### config.mk
export PLATFORM = sky130hd
export DESIGN_NAME = rst_sequencer
export DESIGN_NICKNAME = d
export VERILOG_FILES = /design/src/rtl/rst_sequencer.sv
export SDC_FILE = /design/constraint.sdc
export NUM_CORES = 1
export LEC_CHECK = 0
export BUFFER_PORTS_ARGS = -buffer_cell sky130_fd_sc_hd__buf_2
export CAP_MARGIN = 20
export CORE_ASPECT_RATIO = 1.4
export CORE_UTILIZATION = 37
export CTS_BUF_LIST = sky130_fd_sc_hd__clkbuf_4
export DETAILED_ROUTE_END_ITERATION = 8
export SLEW_MARGIN = 30
export SYNTH_ARGS = -nofsm -noshare
export SYNTH_HDL_FRONTEND = slang
export SYNTH_SLANG_ARGS = --single-unit
### constraint.sdc
create_clock -name clk -period 2.25 [get_ports clk]
set_input_delay 0.1125 -clock clk [delete_from_list [all_inputs] [get_ports clk]]
set_output_delay 0.1125 -clock clk [all_outputs]
set_load 0.1 [all_outputs]
### src/rtl/rst_sequencer.sv
// Releases NUM_OUT active-low reset domains in order, waiting for each domain's ACK.
// Optional build macro RST_SEQ_REVERSE_ASSERT_EN: software re-reset from DONE re-asserts domains high index first.
`default_nettype none

module rst_sequencer #(
    parameter int NUM_OUT     = 4,
    parameter int HOLD_CYC    = 16,
    parameter int GAP_CYC     = 8,
    parameter int TIMEOUT_CYC = 1024
) (
    input  logic               clk,
    input  logic               rst_n,
    input  logic               sw_rst,
    input  logic [NUM_OUT-1:0] ack,
    output logic [NUM_OUT-1:0] seq_rst_n,
    output logic               busy,
    output logic               done,
    output logic               err
);

    localparam int MAX_HG  = (HOLD_CYC > GAP_CYC) ? HOLD_CYC : GAP_CYC;
    localparam int MAX_CYC = (MAX_HG > TIMEOUT_CYC) ? MAX_HG : TIMEOUT_CYC;
    localparam int CNT_W   = $clog2(MAX_CYC) + 1;
    localparam int IDX_W   = (NUM_OUT > 1) ? $clog2(NUM_OUT) : 1;

    localparam logic [CNT_W-1:0] HOLD_LAST = CNT_W'(HOLD_CYC - 1);
    localparam logic [CNT_W-1:0] GAP_LAST  = CNT_W'(GAP_CYC - 1);
    localparam logic [CNT_W-1:0] TO_LAST   = CNT_W'(TIMEOUT_CYC - 1);
    localparam logic [IDX_W-1:0] IDX_LAST  = IDX_W'(NUM_OUT - 1);

    typedef enum logic [2:0] {
        S_HOLD     = 3'd0,
        S_WAIT_ACK = 3'd1,
        S_GAP      = 3'd2,
        S_DONE     = 3'd3,
        S_FAULT    = 3'd4,
        S_ASSERT   = 3'd5
    } state_t;

    state_t             state, state_nxt;
    logic [IDX_W-1:0]   idx, idx_nxt;
    logic [CNT_W-1:0]   cnt, cnt_nxt;
    logic [NUM_OUT-1:0] rst_out_nxt;
    logic               busy_nxt, done_nxt, err_nxt;

    always_ff @(posedge clk or negedge rst_n) begin
        if (!rst_n) begin
            state     <= S_HOLD;
            idx       <= '0;
            cnt       <= '0;
            seq_rst_n <= '0;
            busy      <= 1'b1;
            done      <= 1'b0;
            err       <= 1'b0;
        end else begin
            state     <= state_nxt;
            idx       <= idx_nxt;
            cnt       <= cnt_nxt;
            seq_rst_n <= rst_out_nxt;
            busy      <= busy_nxt;
            done      <= done_nxt;
            err       <= err_nxt;
        end
    end

    // Released bits are always a contiguous run from bit 0, so shifts replace indexed updates.
    always_comb begin
        state_nxt   = state;
        idx_nxt     = idx;
        cnt_nxt     = cnt;
        rst_out_nxt = seq_rst_n;
        busy_nxt    = busy;
        done_nxt    = done;
        err_nxt     = err;

        case (state)
            S_HOLD: begin
                if (cnt == HOLD_LAST) begin
                    rst_out_nxt = NUM_OUT'(1);
                    cnt_nxt     = '0;
                    state_nxt   = S_WAIT_ACK;
                end else begin
                    cnt_nxt = cnt + CNT_W'(1);
                end
            end
            S_WAIT_ACK: begin
                if (ack[idx]) begin
                    cnt_nxt = '0;
                    if (idx == IDX_LAST) begin
                        state_nxt = S_DONE;
                        busy_nxt  = 1'b0;
                        done_nxt  = 1'b1;
                    end else begin
                        state_nxt = S_GAP;
                    end
                end else if (cnt == TO_LAST) begin
                    state_nxt   = S_FAULT;
                    rst_out_nxt = '0;
                    busy_nxt    = 1'b0;
                    err_nxt     = 1'b1;
                end else begin
                    cnt_nxt = cnt + CNT_W'(1);
                end
            end
            S_GAP: begin
                if (cnt == GAP_LAST) begin
                    idx_nxt     = idx + IDX_W'(1);
                    rst_out_nxt = (seq_rst_n << 1) | NUM_OUT'(1);
                    cnt_nxt     = '0;
                    state_nxt   = S_WAIT_ACK;
                end else begin
                    cnt_nxt = cnt + CNT_W'(1);
                end
            end
            S_DONE, S_FAULT: begin
            end
`ifdef RST_SEQ_REVERSE_ASSERT_EN
            S_ASSERT: begin
                if (cnt == GAP_LAST) begin
                    rst_out_nxt = seq_rst_n >> 1;
                    cnt_nxt     = '0;
                    if ((seq_rst_n >> 1) == '0) begin
                        state_nxt = S_HOLD;
                    end
                end else begin
                    cnt_nxt = cnt + CNT_W'(1);
                end
            end
`endif
            default: begin
                state_nxt   = S_HOLD;
                idx_nxt     = '0;
                cnt_nxt     = '0;
                rst_out_nxt = '0;
                busy_nxt    = 1'b1;
                done_nxt    = 1'b0;
                err_nxt     = 1'b0;
            end
        endcase

        // Software re-reset outranks timeout and ACK handling.
        if (sw_rst) begin
            err_nxt  = 1'b0;
            done_nxt = 1'b0;
            busy_nxt = 1'b1;
            idx_nxt  = '0;
            cnt_nxt  = '0;
`ifdef RST_SEQ_REVERSE_ASSERT_EN
            if (state == S_DONE) begin
                state_nxt   = S_ASSERT;
                rst_out_nxt = seq_rst_n >> 1;
            end else begin
                state_nxt   = S_HOLD;
                rst_out_nxt = '0;
            end
`else
            state_nxt   = S_HOLD;
            rst_out_nxt = '0;
`endif
        end
    end

endmodule

`default_nettype wire
==> metrics.yaml <==
drt:
  wire_per_inst_um: 15.7
  first_iter_violations: 25
  drc: 0
  ant_nets: 0
  firstDrtPassIters: 4
  vias_per_cell: 5.87
  vias: 1185
  routed_wl_mm: 3.18
global_route:
  antenna_found_initial: 0
  grt_max_degree: 24
  grt_pass1_wl_mm: 5.21
  grt_overflow_total: 0
  grt_pass1_vias: 1169
  grt_util_all_layers: 0.176
finish:
  stdcell_count: 202
  drive_above_1_share: 0.256
  area_delta_synth_final_pct: 13.3
  multi_input_area_um2: 768
  regArea_um2: 578
  layout.nets: 170
  num_antenna_cells: 0
  nFillCells: 350
synth:
  synth_most_common_cell: "dfrtp_1"
  synth.distinct_cells: 50
  syn_area_mm2: 0.00141
  synthXorXnorAreaFrac: 0.00623
  synth_seq_cells: 23
  synth-async-reset-ratio: 1.00
  yosys.area.top_type: "dfrtp_1"
  synth_adder_area_share: 0.0178
  ys.warnings.count: 0
  synth_top_area_share: 0.392
  muxShareOfSynthArea: 0.0552
  yosys.area_share.simple: 0.238
  yosys-top-cells-count: "dfrtp_1, nand2_1, o21ai_0"
  synth_edf_count: 0
  synth_top_family_by_area: "simple AND/OR/NAND/NOR gates"
  synth_compound_area_frac: 0.226
  syn_nets: 148
  avgSynthCellArea_um2: 10.1
  yosysSeqAreaShare: 0.411
  syn_inst: 139
  yosys_most_used_dff: "dfrtp_1"
  netlist_top_cells_area: "dfrtp_1, a22o_1, o21ai_0"
place:
  globalplace.congestion: 0.822
  dp_cells: 197
  dp_hpwl_mm: 2.37
  port_buffers: 13
timing:
  fin_crit_ps: 2110
  slew_violations: 0
  post-route-period-util: 0.936
  tightest_slew_ps: 516
  finalHoldViolCount: 0
  timing.fmax_ghz: 0.475
  finalSetupTns_ps: 0
  worst_slew_margin_rel: 0.656
  setup_viol: 0
  rsz0062_at_grt: "false"
  clock_skew_ps: 16.1
flow_run:
  drv_cap: 0
pwr:
  peakVddDrop_mv: 0.474
  p_leak_nw: 0.803
  total_power_mw: 1.12
  p_per_area_mw_per_mm2: 705
critical_path:
  critPathKind: "reg2reg"
  reg2reg_slack_ps: 140
  cp.required_ps: 2500
  cp-start-kind: "flip-flop"
  cp.arrival_ps: 2360
  crit_fanout: 5
  cp-end-kind: "flip-flop"
min_path:
  hold_path_class: "in2reg"
cts:
  cts.path.max_buffers: 2
  clock_sinks: 23
  cts_tree: "done"
  cts_buffers: 3
  clock_insertion_delay_worst_skew_ps: 310
  htreeDepth: 1
  root_buffer: "clkbuf_4"
  path_clk_slew_ps: 120
floorplan:
  core_mm2: 0.00364
  die-area_mm2: 0.00405
  die_x_um: 54.1
  start_util: 0.386
  row_count: 26
  fp.dieH_um: 74.9
  num_io_pins: 14
status:
  status: "complete, no violations"
## path summary, 6_finish.rpt
kind / start / endpoint / depth (start not counted)
worst max-delay path: idx[0]$_DFFE_PN0P_ / cnt[3]$_DFFE_PN0P_ / 6
worst min register to register: cnt[0]$_DFFE_PN0P_ / cnt[0]$_DFFE_PN0P_ / 1
worst max register to register: idx[0]$_DFFE_PN0P_ / cnt[3]$_DFFE_PN0P_ / 6
max in group asynchronous: rst_n / idx[0]$_DFFE_PN0P_ / 2
worst min-delay path: sw_rst / idx[1]$_DFFE_PN0P_ / 2
min in group asynchronous: rst_n / state[0]$_DFFE_PN0P_ / 2
## per-stage QoR
step | hold WS (ps) | setup slack, ps | utilization | cell area [um^2]
finish | 107 | 144 | 0.437 | 1590
floorplan | -183 | 155 | - | 1410
CTS | 90.4 | 11.2 | 0.435 | 1590
global route | 76.5 | 4.83 | 0.437 | 1590
global placement | 113 | 69.6 | 0.425 | 1550
detailed placement | 124 | 21.2 | 0.425 | 1550
## cell usage in the layout (no fill, tap or decap), types with 2 or more instances in the layout
cell type  Yosys  routed
dfrtp_1       22      21
buf_2          1      13
buf_4          0      10
nand2_1        9       9
o21ai_0        9       9
a21oi_1        7       7
a22o_1         6       6
and3_1         6       6
nor2b_1        5       5
nand4_1        4       4
inv_1          4       4
mux2_1         4       4
nand3_1        4       4
nor4_1         3       3
nor3_1         4       3
nor2_1         3       3
clkbuf_4       0       3
and2_1         2       2
o31a_1         2       2
nor3_2         1       2
nand3b_1       2       2
a21o_1         2       2
a2bb2oi_1      2       2
or3_1          2       2
a211o_1        2       2
o21ai_1        2       2
ha_1           2       2
## registers in the layout, indices dropped and copies added (netlist names)
register and flops:
busy 1, seq_rst_n 4, cnt 11, done 1
state 3, idx 2, err 1
## routing by layer
metal	vias to the layer above	global-route usage	wire length, um	part of all wire
met5	-	0	0	0
met4	0	0.0741	39	0.012
met3	4	0.0222	77	0.024
met2	20	0.316	1720	0.54
met1	589	0.204	1340	0.42
li1	572	-	-	-
## critical path: stages, from the launching register on
cell and delay [ps]:
dfrtp_2 430, mux4_2 570, or2_1 260, buf_4 160, o41a_1 370, o21ai_0 110
a22o_1 160
## cells by family (layout without fill, tap and decap cells)
group,after synthesis,in the layout
and+or+nand+nor,55,55
DFF,23,23
AOI/OAI and AO/OA,41,41
muxes,6,6
buffers and inverters,11,32
adders and majority gates,2,2
xor gates and xnor gates,1,1
## repair_timing
action / 4_1_cts / 5_1_grt
gates resized for setup: 0 / 2
buffers inserted: 0 / 0
endpoints found under the hold margin: 22 / 0
hold buffers: 1 / 0
endpoints found under the setup margin: 0 / 8
## power by group
group          internal, mW  switching (mW)
Combinational         0.157           0.277
Clock                0.0663           0.129
Sequential            0.456          0.0362
## area by class of cell
type                    count  area share
multi-input cells         105       0.483
flip-flops and latches     23       0.363
repair buffers             24      0.0943
well taps                  42      0.0330
clock buffers               3      0.0142
inverters                   4     0.00943
clock inverters             1     0.00314
Power figures use the tool's default switching activity.
